===== src/rtl/ram_arb_pkg.sv =====
// Shared types and defaults for the byte-wide RAM arbiter.
// FSM state encodings plus address-width and strobe-wait defaults.
package ram_arb_pkg;

   localparam int AW_DEF       = 11;
   localparam int RAM_WAIT_DEF = 1;

   typedef enum logic [6:0] {
      IDLE     = 7'b0000001,
      LO_SETUP = 7'b0000010,
      LO_STB   = 7'b0000100,
      LO_END   = 7'b0001000,
      HI_SETUP = 7'b0010000,
      HI_STB   = 7'b0100000,
      HI_END   = 7'b1000000
   } state_t;

endpackage


===== src/rtl/ram_arb_grant.sv =====
// Write/read grant selection for the RAM arbiter.
// RAM_ARB_RR_EN selects alternating priority; default is write-first.
module ram_arb_grant (
   input  logic wreq,
   input  logic rreq,
   input  logic wmask,
   input  logic rmask,
   input  logic last_w,
   output logic grant_w,
   output logic grant_r
);

   logic wq;
   logic rq;

   assign wq = wreq & ~wmask;
   assign rq = rreq & ~rmask;

`ifdef RAM_ARB_RR_EN
   assign grant_w = wq & (~rq | ~last_w);
   assign grant_r = rq & (~wq | last_w);
`else
   logic unused_last;
   assign unused_last = last_w;
   assign grant_w = wq;
   assign grant_r = rq & ~wq;
`endif

endmodule


===== src/rtl/ram_arbiter.sv =====
// Arbitrates 16-bit write/read requests onto an 8-bit strobed RAM.
// Define RAM_ARB_RR_EN for round-robin priority on simultaneous requests.
module ram_arbiter
   import ram_arb_pkg::*;
#(
   parameter int AW       = AW_DEF,
   parameter int RAM_WAIT = RAM_WAIT_DEF
) (
   input  logic          CLK,
   input  logic          reset,
   input  logic          wreq,
   input  logic [AW-1:0] waddr,
   input  logic [15:0]   wdata,
   output logic          wack,
   input  logic          rreq,
   input  logic [AW-1:0] raddr,
   output logic [15:0]   rdata,
   output logic          rvalid,
   output logic [AW-1:0] address,
   output logic [7:0]    outdata,
   input  logic [7:0]    indata,
   output logic          wr,
   output logic          rd,
   output logic          enout1,
   output logic          enout2,
   output logic          busy
);

   state_t        state;
   state_t        nxt;
   logic [AW-1:0] areg;
   logic [15:0]   dreg;
   logic          wdir;
   logic [2:0]    cnt;
   logic          last_w;
   logic          grant_w;
   logic          grant_r;
   logic          accept;
   logic          stb;
   logic          stb_done;
   logic          lo_any;
   logic          hi_any;

   ram_arb_grant u_grant (
      .wreq    (wreq),
      .rreq    (rreq),
      .wmask   (wack),
      .rmask   (rvalid),
      .last_w  (last_w),
      .grant_w (grant_w),
      .grant_r (grant_r)
   );

   // The ack cycle counts as busy, so nothing is accepted during it.
   assign accept = (state == IDLE) & ~wack & ~rvalid
                 & (grant_w | grant_r);
   assign stb      = (state == LO_STB) | (state == HI_STB);
   assign stb_done = cnt == 3'(RAM_WAIT);
   assign lo_any   = (state == LO_SETUP) | (state == LO_STB)
                   | (state == LO_END);
   assign hi_any   = (state == HI_SETUP) | (state == HI_STB)
                   | (state == HI_END);

   always_ff @(posedge CLK or posedge reset) begin
      if (reset) state <= IDLE;
      else       state <= nxt;
   end

   always_comb begin
      nxt = state;
      unique case (state)
         IDLE:     if (accept) nxt = LO_SETUP;
         LO_SETUP: nxt = LO_STB;
         LO_STB:   if (stb_done) nxt = LO_END;
         LO_END:   nxt = HI_SETUP;
         HI_SETUP: nxt = HI_STB;
         HI_STB:   if (stb_done) nxt = HI_END;
         HI_END:   nxt = IDLE;
         default:  nxt = IDLE;
      endcase
   end

   always_ff @(posedge CLK or posedge reset) begin
      if (reset) begin
         areg   <= '0;
         dreg   <= '0;
         wdir   <= 1'b0;
         cnt    <= '0;
         rdata  <= '0;
         wack   <= 1'b0;
         rvalid <= 1'b0;
      end else begin
         wack   <= (state == HI_END) & wdir;
         rvalid <= (state == HI_END) & ~wdir;
         cnt    <= (stb & ~stb_done) ? cnt + 3'd1 : 3'd0;
         if (accept) begin
            areg <= grant_w ? waddr : raddr;
            dreg <= wdata;
            wdir <= grant_w;
         end
         if (~wdir & stb_done & (state == LO_STB))
            rdata[7:0] <= indata;
         if (~wdir & stb_done & (state == HI_STB))
            rdata[15:8] <= indata;
      end
   end

`ifdef RAM_ARB_RR_EN
   // Cleared to "read" so the first contest goes to the writer.
   always_ff @(posedge CLK or posedge reset) begin
      if (reset)       last_w <= 1'b0;
      else if (accept) last_w <= grant_w;
   end
`else
   assign last_w = 1'b0;
`endif

   assign address = areg;
   assign enout1  = ~((state == LO_SETUP) | (state == LO_STB));
   assign enout2  = ~((state == HI_SETUP) | (state == HI_STB));
   assign wr      = ~(stb & wdir);
   assign rd      = ~(stb & ~wdir);
   assign busy    = (state != IDLE) | wack | rvalid;

   always_comb begin
      outdata = 8'h00;
      if (wdir & lo_any) outdata = dreg[7:0];
      if (wdir & hi_any) outdata = dreg[15:8];
   end

endmodule


===== config.mk =====
export PLATFORM = sky130hd
export DESIGN_NAME = ram_arbiter
export DESIGN_NICKNAME = d
export VERILOG_FILES = /design/src/rtl/ram_arb_pkg.sv /design/src/rtl/ram_arb_grant.sv /design/src/rtl/ram_arbiter.sv
export SDC_FILE = /design/constraint.sdc
export NUM_CORES = 1
export LEC_CHECK = 0
export CELL_PAD_IN_SITES_DETAIL_PLACEMENT = 0
export CELL_PAD_IN_SITES_GLOBAL_PLACEMENT = 1
export CORE_MARGIN = 3
export CORE_UTILIZATION = 35
export DETAILED_ROUTE_END_ITERATION = 6
export GPL_TIMING_DRIVEN = 0
export PLACE_DENSITY_LB_ADDON = 0.1
export SLEW_MARGIN = 40
export SYNTH_ARGS = -nofsm -noshare
export SYNTH_HDL_FRONTEND = slang
export SYNTH_HIERARCHICAL = 1
export SYNTH_SLANG_ARGS = --single-unit

===== constraint.sdc =====
create_clock -name CLK -period 5.1 [get_ports CLK]
set_input_delay 1.02 -clock CLK [delete_from_list [all_inputs] [get_ports CLK]]
set_output_delay 1.02 -clock CLK [all_outputs]
set_load 0.02 [all_outputs]

* After elaboration in Yosys (flattened, before gate mapping)
Cells that the tools add are included.
** Operators by class
- Bitwise operators :: 33
- Multiplexer cells :: 8
- Magnitude comparators :: 0
- Add/sub/neg operators :: 1
- Divide/modulo/power cells :: 0
- Reduce and logical (&&, ||, !) cells :: 1
- Equal/unequal tests :: 12
- Multiply operators :: 0
- Shift operators :: 0
** Operator list (number)
- 7-bit one-hot mux with 6 select lines :: 1
- 7-bit two-way mux :: 3
- 1-bit bitwise AND :: 16
- 8-bit two-way mux :: 2
- 11-bit two-way mux :: 1
- 1-bit inverter :: 9
- 1-bit bitwise OR :: 8
- 7-bit by 1-bit equality test with 1-bit output, second input constant :: 1
- 7-bit by 2-bit equality test with 1-bit output, second input constant :: 1
- 7-bit by 3-bit equality test with 1-bit output, second input constant :: 1
- 7-bit by 4-bit equality test with 1-bit output, second input constant :: 1
- 7-bit by 5-bit equality test with 1-bit output, second input constant :: 1
- 7-bit by 6-bit equality test with 1-bit output, second input constant :: 1
- 7-bit equality test, second input constant :: 1
- 7-bit by 1-bit != test with 1-bit output, second input constant :: 1
- 2-bit != test, second input constant :: 3
- 3-bit by 1-bit adder with 3-bit output, second input constant :: 1
- 3-bit by 1-bit equality test with 1-bit output, second input constant :: 1
- 3-bit two-way mux :: 1
- 3-bit AND reduction :: 1
** Storage, ports and cells
- Output and inout bits :: 42
- Bits in latches :: 0
- Register bits :: 56
- Input bits :: 50
- Bits in writable memories :: 0
- Memory bits (read-only) :: 0
- Memories kept :: 0

* Depth between registers and ports, before layout
Gate-level depths: netlist of the first run.
- Depth after elaboration :: 8
- Depth in mapped cells :: 8

* Cells and area by module
The synthesis of the first run kept the hierarchy.
** Modules (own cells, without submodules)
- ram_arbiter :: sequential area each 1402.6 µm², times used 1, area an instance 2533.7 µm², cells an instance 208
- ram_arb_grant :: sequential area each 0.0 µm², times used 1, area an instance 26.3 µm², cells an instance 2

* Worst setup path before layout of the first run
Ideal clock, no wire load.
- Path kind :: register -> output
- Start point :: reg state[5]
- End point :: out outdata[0]
- Cell stages (with the launch flop) :: 5
- Path slack :: 2.514 ns
- Arrival :: 1.566 ns
- Path buffers :: 1
- Required time :: 4.080 ns
- Cell sequence :: dfrtp_1 > buf_6 > or3_1 > nor4_4 > a22o_1
** On the way
- Longest elaborated chain between the ends :: 6
- Elaborated cells on any way between the ends :: 14
- Those cells by class :: eq/ne (6); mux (2); bitwise (6)
** RTL lines
- start, declared :: RTL line ram_arbiter.sv:29 : state_t state;
- start signal, assigned :: RTL line ram_arbiter.sv:66 : else state <= nxt;
- 7-bit by 2-bit equality test with 1-bit output / 7-bit by 3-bit equality test with 1-bit output (equally long branches) :: RTL line ram_arbiter.sv:59 : assign lo_any = (state == LO_SETUP) | (state == LO_STB)
- 1-bit bitwise OR :: RTL line ram_arbiter.sv:59
- 1-bit bitwise OR :: RTL line ram_arbiter.sv:60 : | (state == LO_END);
- 1-bit bitwise AND :: RTL line ram_arbiter.sv:127 : if (wdir & lo_any) outdata = dreg[7:0];
- 8-bit two-way mux :: RTL line ram_arbiter.sv:127
- 8-bit two-way mux (*) :: RTL line ram_arbiter.sv:128 : if (wdir & hi_any) outdata = dreg[15:8];
- end, declared :: RTL line ram_arbiter.sv:20 : output logic [7:0] outdata,
Every way passes the cells marked *; elsewhere a longest branch is shown, timed or not.

* Final worst setup path of the first run
- Start point :: reg state[0]
- End point :: out outdata[0]
The elaborated chain is that of the path after synthesis.

==> results of run 1 <==
## layout make-up
type / count / area (um^2)
Buffer: 9 / 48.8
Timing Repair Buffer: 92 / 931
Inverter: 7 / 28.8
Clock buffer: 6 / 72.6
Multi-Input combinational cell: 137 / 1080
Clock inverter: 1 / 5.00
Fill cell: 617 / 3260
Tap cell: 96 / 120
Sequential cell: 56 / 1400
## path summary, 6_finish.rpt
path | end | slack, ns | cells after the start
hold reg to reg | address[5]$_DFFE_PP0P_ | 0.49 | 2
min in group asynchronous | rdata[11]$_DFFE_PP0P_ | 1.02 | 2
hold / removal | address[5]$_DFFE_PP0P_ | 0.49 | 2
setup / recovery | outdata[0] | 1.37 | 6
setup reg to reg | address[7]$_DFFE_PP0P_ | 3.12 | 7
max in group asynchronous | address[7]$_DFFE_PP0P_ | 3.60 | 3
## power by group through the flow
stage	sequential, uW	combinational [uW]	clock [uW]
after floorplan	731	414	0
after global placement	671	782	0
after detailed placement	675	789	0
after CTS	666	793	242
after global routing	686	850	258
final	665	778	230
## worst min-delay path, cell delays in order, from the launching register on
cell	delay [ns]
dfrtp_1	0.35
nand2_1	0.04
o21ai_0	0.06
## through the flow
stage | power (uW) | utilization | cell area (um^2) | setup WS (ns) | hold slack, ns
3_5_place_dp | 1460 | 0.520 | 3610 | 1.71 | 0.470
4_1_cts | 1700 | 0.531 | 3690 | 1.35 | 0.493
6_report | 1670 | 0.531 | 3690 | 1.37 | 0.488
2_1_floorplan | 1150 | - | 2560 | 2.51 | 0.449
3_3_place_gp | 1450 | 0.517 | 3590 | 1.56 | 0.464
5_1_grt | 1790 | 0.531 | 3690 | 1.16 | 0.513
## placed cells by master, fill, tap and decap left out, types with 6 or more instances in the layout
master,instances
inv_1,6
nor2_1,8
a22o_1,9
mux2_2,32
nor3_1,6
mux2i_1,12
o21ai_0,17
dfrtp_1,55
nand2_1,17
buf_2,6
clkdlybuf4s50_1,91
## metal layers
layer / share of wire / global-route usage / wire length (um)
met5: 0 / 0 / 0
met4: 0.0049 / 0.0339 / 29
met3: 0.058 / 0.0414 / 348
met2: 0.47 / 0.228 / 2800
met1: 0.47 / 0.203 / 2770
## state kept, by name, indices dropped and copies added (netlist names)
| register | count |
|---|---|
| rvalid | 1 |
| state | 7 |
| cnt | 3 |
| address | 11 |
| rdata | 16 |
| wack | 1 |
| wdir | 1 |
| dreg | 16 |
==> impl_results.md, run 1 <==
- Core area: 0.00694 mm^2
- Worst Min Path Start: address[5]$_DFFE_PP0P_
- DIE AREA: 0.00836 mm^2
- Fin cells: 404
- First-pass GRT wire length: 10.0 mm
- Syn Inst Count: 209
- Largest net degree at the start of global routing: 35
- Slowest cell on the critical path: clkdlybuf4s50_1
- Peak supply drop: 0.277 mV
- Skew final: 0.0110 ns
- Final setup viols: 0
- Net Switching: 601 uW
- Post-DP HPWL: 4.42 mm
- Hold buffer count at cts: 0
- Vias in the first global route: 1,985
- RSZ-0062 raised after global routing: no
- First element of the critical path: state[0]$_DFFE_PP1P_
- Seq pwr share: 0.397
- Area of the mapped netlist: 0.00256 mm^2
- Initial antenna violation count: 0
- Pre-Repair DR Iteration Count: 4
- CTS Sinks: 56
- Net Sw Frac: 0.359
- CTS resizes: 0
- Net count, final: 360
- Internal power: 1070 uW
- Root buffer selected by CTS: clkbuf_8
- # IOs: 92
- Final hold vios: 0
- Global Route Usage Sum: 0.147
- DR WL/cell: 14.7 um
- Slew at the pin closest to its max-slew limit: 0.705 ns
- Clock power frac: 0.138
- Share of cells above drive strength 1: 0.185
- # placed instances: 397
- Worst skew pair latency: 0.30 ns
- FF-to-FF Start: state[0]$_DFFE_PP1P_
- Min cycle time layout: 3.73 ns
- P_leak: 0.00161 uW
- # DRC: 0
- Post-route clock period utilization: 0.731
- Max_slew headroom: 0.530
- N_diodes: 0
- Worst EP required: 4.08 ns
- Buffers on Ports: 91
- Area delta synth->final: 44.2%
- H-Tree Depth: 2
- Sum Neg Setup Slack: 0 ns
- Drt initial violations: 55
- Delay of the slowest cell on the worst path: 0.62 ns
- DR vias/cell: 4.74
- Grt total ovfl: 0
- CTS Buffer Depth: 2
- Crit start category: flip-flop
- PwrDens: 454 mW/mm^2
- DR vias: 1,915
- Num rows: 30
- Worst-path clk slew: 0.10 ns
- Die height: 91.5 um
- Final ANT Viol Nets: 0
- Final Max Tran Viols: 0
- Crit path cell chain: buf_2 > nor4_1 > nand2_1 > nor2_1 > a22o_1 > clkdlybuf4s50_1
- Syn nets: 261
- Fmax: 268 MHz
- # Post-CTS Setup Buffers: 0
- Critical-path maximum fanout: 9
- TritonCTS Buffers: 5
- Kind of end point of the critical path: primary output
- Routed WL: 5.95 mm
- Max-cap violation count: 0
- Buf/Inv on CP: 2
- Status: complete, no violations
- DIE WIDTH: 91.5 um
- Arrival time at the worst endpoint: 2.71 ns
- Avg Synthesized Cell Area: 12.2 um^2
- Type of the tightest min-delay check: reg -> reg
- Synth Warn #: 6
- Crit path max-delay family: simple AND/OR/NAND/NOR gates
- Setup CP Type: reg -> out
- Routability Congestion: 0.730
- Combinational Power Share: 0.465
- CTS tree: yes
- Initial core utilization: 0.368
Power figures use the tool's default switching activity.
==> run 2: changes to the inputs <==
- CORE_UTILIZATION: 35 -> 31
- clock period: 5.1 -> 3.2 ns (I/O delays scaled with it)
==> impl_results.md, run 2 (synthesis results as in run 1) <==
- Critical-path maximum fanout: 9
- Slew at the pin closest to its max-slew limit: 0.744 ns
- # IOs: 92
- Delay of the slowest cell on the worst path: 0.59 ns
- Min cycle time layout: 2.82 ns
- Largest net degree at the start of global routing: 38
- Root buffer selected by CTS: clkbuf_8
- # DRC: 0
- Fmax: 355 MHz
- Crit path max-delay family: simple AND/OR/NAND/NOR gates
- Area delta synth->final: 46.6%
- Max-cap violation count: 0
- P_leak: 0.00176 uW
- CTS Buffer Depth: 2
- CTS Sinks: 56
- Sum Neg Setup Slack: 0 ns
- N_diodes: 0
- Final Max Tran Viols: 0
- Arrival time at the worst endpoint: 2.18 ns
- Vias in the first global route: 1,954
- Worst skew pair latency: 0.30 ns
- Hold EP: address[2]$_DFFE_PP0P_
- PwrDens: 724 mW/mm^2
- Drt initial violations: 19
- Type of the tightest min-delay check: reg -> reg
- Final ANT Viol Nets: 0
- Routability Congestion: 0.712
- Num rows: 32
- Worst-path clk slew: 0.09 ns
- Buf/Inv on CP: 1
- Pre-Repair DR Iteration Count: 3
- Commonest non-fill, non-tap cell in the layout: clkdlybuf4s50_1
- Crit path cell chain: or4_4 > nor2_4 > o21ai_0 > clkdlybuf4s50_1
- TritonCTS Buffers: 5
- Share of cells above drive strength 1: 0.194
- Final setup viols: 0
- Kind of end point of the critical path: primary output
- CTS tree: yes
- R2r endpoint: address[4]$_DFFE_PP0P_
- Buffers on Ports: 91
- Initial antenna violation count: 0
- Die height: 96.8 um
- Slowest cell on the critical path: or4_4
- Setup CP Type: reg -> out
- FF-to-FF Start: state[0]$_DFFE_PP1P_
- Max_slew headroom: 0.504
- Layout fillers: 777
- Flop2flop setup slack: 1.22 ns
- DIE WIDTH: 96.8 um
- RSZ-0062 raised after global routing: no
- Skew final: 0.00628 ns
- Core area: 0.00785 mm^2
- Multi-input gate area: 0.00109 mm^2
- Most frequent cells in the layout: clkdlybuf4s50_1, dfrtp_1, mux2_2
- Post-route clock period utilization: 0.881
- Routed WL: 6.09 mm
- Status: complete, no violations
- DR vias/cell: 4.66
- Min setup slack post-route: 0.379 ns
- DR vias: 1,920
- Dpl ws: 0.114 ns
- DR WL/cell: 14.8 um
- Peak supply drop: 0.276 mV
- Grt total ovfl: 0
- Worst Min Path Start: address[2]$_DFFE_PP0P_
- Hold Path Depth: 2
- H-Tree Depth: 2
- Seq. cell area: 0.00140 mm^2
- Global Route Usage Sum: 0.129
- Initial core utilization: 0.326
- Reg2reg path depth: 7
- Worst EP required: 2.56 ns
- DIE AREA: 0.00937 mm^2
- Crit start category: flip-flop
- Net count, final: 361
- Final hold vios: 0
- First-pass GRT wire length: 9.80 mm
- Hold buffer count at cts: 0
- Post-DP HPWL: 4.72 mm
run 2: worst min-delay path: stages (launching register included):
cell	delay (ns)
dfrtp_1	0.35
nand2_1	0.04
o21ai_0	0.06
run 2: how the worst max path moves through the flow:
stage / from / endpoint / slack (ns) / cells past startpoint
after floorplan: state[5]$_DFFE_PP0P_ / outdata[0] / 0.99 / 4
after global placement: reset / dreg[7]$_DFFE_PP0P_ / 0.07 / 2
after detailed placement: state[0]$_DFFE_PP1P_ / outdata[4] / 0.11 / 6
after CTS: state[0]$_DFFE_PP1P_ / outdata[4] / 0.02 / 6
after global routing: state[2]$_DFFE_PP0P_ / busy / 0.24 / 5
final: state[4]$_DFFE_PP0P_ / enout1 / 0.38 / 4
run 2: stage by stage:
stage          area [um^2]  utilization  cells  hold slack (ns)  total power [uW]
2_1_floorplan         2560            -    209            0.449              1830
5_1_grt               3750        0.478    412            0.524              2920
6_report              3750        0.478    412            0.484              2710
4_1_cts               3720        0.474    412            0.491              2760
3_5_place_dp          3620        0.461    403            0.472              2350
3_3_place_gp          3590        0.458    402            0.461              2340
run 2: cell type report:
type / instances / area share
Timing Repair Buffer: 93 / 0.256
Tap cell: 102 / 0.0340
Multi-Input combinational cell: 137 / 0.291
Inverter: 7 / 0.00768
Buffer: 9 / 0.0130
Sequential cell: 56 / 0.374
Clock buffer: 8 / 0.0240
run 2: power by group:
group	switching, uW	internal [uW]
logic	636	624
clock network	213	177
registers	124	940
total	973	1740
run 2: timing repair:
| action | in CTS | in global routing |
|---|---|---|
| setup endpoints to repair | 8 | 8 |
| pin swaps | 1 | 0 |
| resized for setup | 2 | 9 |
| buffers inserted | 1 | 0 |
run 2: layer usage:
metal / wire length [um] / GRT usage / share of wire / up-vias
met4: 67 / 0.0324 / 0.011 / 0
met1: 2840 / 0.173 / 0.47 / 929
li1: - / - / - / 934
met5: 0 / 0 / 0 / -
met3: 499 / 0.0555 / 0.082 / 5
met2: 2680 / 0.193 / 0.44 / 52
==> run 3: changes to the inputs <==
- CTS_CLUSTER_SIZE: not set -> 25
- SYNTH_HIERARCHICAL: 1 -> not set
==> impl_results.md, run 3 <==
- Die height: 96.1 um
- Post-route clock period utilization: 0.943
- First-pass GRT wire length: 9.70 mm
- DIE WIDTH: 96.1 um
- Net count, final: 355
- Area of the mapped netlist: 0.00251 mm^2
- Setup CP Type: reg -> out
- Root buffer selected by CTS: clkbuf_8
- Routed WL: 5.99 mm
- Num rows: 32
- Post-DP HPWL: 4.46 mm
- Area delta synth->final: 47.2%
- Drt initial violations: 42
- Worst skew pair latency: 0.31 ns
- Sequential area share after synthesis: 0.558
- CTS Buffer Depth: 2
- Worst EP required: 2.56 ns
- Post-synth EDFFs: 0
- Share of cells above drive strength 1: 0.171
- Skew final: 0.00617 ns
- Final hold vios: 0
- Commonest non-fill, non-tap cell in the layout: clkdlybuf4s50_1
- Initial core utilization: 0.322
- Final setup viols: 0
- Initial antenna violation count: 0
- DIE AREA: 0.00923 mm^2
- Hold EP: cnt[0]$_DFF_PP0_
- RSZ-0062 raised after global routing: no
- Pre-Repair DR Iteration Count: 4
- Synth Warn #: 0
- Async set-or-reset flop fraction in the synthesized netlist: 1.00
- Status: complete, no violations
- Final Max Tran Viols: 0
- DR WL/cell: 14.8 um
- Worst Min Path Start: cnt[0]$_DFF_PP0_
- Final Power: 2480 uW
- # IOs: 92
- Type of the tightest min-delay check: reg -> reg
- Top post-synthesis cells by count: dfrtp_1, mux2_2, nand2_1, o21ai_0, nor2_1
- R2r endpoint: rdata[15]$_DFFE_PP0P_
- Kind of end point of the critical path: primary output
- FF-to-FF Start: state[3]$_DFFE_PP0P_
- Arrival time at the worst endpoint: 2.38 ns
- Max_slew headroom: 0.504
- Final ANT Viol Nets: 0
- Largest net degree at the start of global routing: 34
- Vias in the first global route: 1,927
- Layout fillers: 737
- H-Tree Depth: 2
- Reg2reg path depth: 6
- Fmax: 331 MHz
- Seq cells post-synth: 56
- PwrDens: 670 mW/mm^2
- Global Route Usage Sum: 0.135
- Buffers on Ports: 91
- # Post-CTS Setup Buffers: 0
- Slew at the pin closest to its max-slew limit: 0.745 ns
- CTS tree: yes
- Top FF cell, synth: dfrtp_1
- DR vias: 1,898
- Hold Path Depth: 1
- TritonCTS Buffers: 5
- Hold buffer count at cts: 0
- Flop2flop setup slack: 0.66 ns
- Routability Congestion: 0.741
- Min cycle time layout: 3.02 ns
- Grt total ovfl: 0
- Max-cap violation count: 0
- Post-synth top area cell: dfrtp_1
- Top-count cell post-synth: dfrtp_1
- Worst-path clk slew: 0.10 ns
- Avg Synthesized Cell Area: 12.3 um^2
- Top cell type's share of synthesized area: 0.547
- Syn nets: 257
- Crit start category: flip-flop
- Most frequent cells in the layout: clkdlybuf4s50_1, dfrtp_1, mux2_2
- # DRC: 0
- N_diodes: 0
- CTS Sinks: 56
- Peak supply drop: 0.369 mV
- Critical-path maximum fanout: 8
- Syn Inst Count: 205
- P_leak: 0.00172 uW
- Unique masters post-synth: 35
- Sum Neg Setup Slack: 0 ns
- Top cells by area, synth: dfrtp_1, mux2_2, mux2_4
- DR vias/cell: 4.67
- Core area: 0.00781 mm^2
## run 3: how the worst max path moves through the flow
stage	slack, ns	from	endpoint
after CTS	0.03	state[4]$_DFFE_PP0P_	outdata[0]
final	0.18	state[3]$_DFFE_PP0P_	wr
after global placement	0.009	reset	dreg[12]$_DFFE_PP0P_
after detailed placement	0.11	state[4]$_DFFE_PP0P_	outdata[3]
after floorplan	0.77	state[3]$_DFFE_PP0P_	rdata[10]$_DFFE_PP0P_
after global routing	0.07	state[3]$_DFFE_PP0P_	wr
## run 3: metal layers
metal | track usage | part of all wire | up-vias
li1 | - | - | 913
met1 | 0.193 | 0.47 | 911
met2 | 0.199 | 0.44 | 67
met3 | 0.0391 | 0.079 | 7
met4 | 0.0391 | 0.013 | 0
met5 | 0 | 0 | -
## run 3: final cells by class
cell class / count / area, um^2 / share of cell area
Buffer: 11 / 56.3 / 0.0152
Clock buffer: 6 / 72.6 / 0.0196
Clock inverter: 2 / 16.3 / 0.00439
Inverter: 3 / 13.8 / 0.00372
Multi-Input combinational cell: 134 / 1060 / 0.287
Sequential cell: 56 / 1400 / 0.379
Tap cell: 102 / 128 / 0.0345
Timing Repair Buffer: 92 / 948 / 0.256
## run 3: report_power, final
group | total (uW) | internal (uW) | switching, uW
Sequential | 1060 | 931 | 132
Clock | 390 | 156 | 234
Combinational | 1030 | 528 | 499
Total | 2480 | 1620 | 864
## run 3: logic make-up (layout without fill, tap and decap cells)
family,count (synthesis),in the layout,share of synthesized area
adder cells (fa/ha/maj),2,2,0.00995
AO/OA/AOI/OAI,29,29,0.0766
buffers and inverters,15,114,0.0284
multiplexers,43,43,0.199
flip-flops,56,56,0.558
AND/OR/NAND/NOR,56,56,0.114
XOR/XNOR,4,4,0.0139
## run 3: metrics by stage
step	hold slack, ns	utilization	instances	setup slack [ns]	instance area [um^2]
floorplan	0.435	-	205	0.773	2510
CTS	0.481	0.471	406	0.0326	3670
global route	0.513	0.474	406	0.0682	3700
detailed placement	0.467	0.458	399	0.111	3580
finish	0.475	0.474	406	0.182	3700
global placement	0.455	0.455	398	0.00895	3550
## run 3: timing repair
action,CTS,global route
hold endpoints to repair,0,0
setup endpoints to repair,10,8
resized for setup,6,10
cloned,0,0
pin swaps,0,1
## run 3: worst max-delay path, stage by stage (launching register included)
cell	delay [ns]
dfrtp_1	0.39
buf_6	0.14
or4_4	0.55
or4b_4	0.52
nand2_1	0.10
nand2_1	0.05
dlygate4sd2_1	0.32
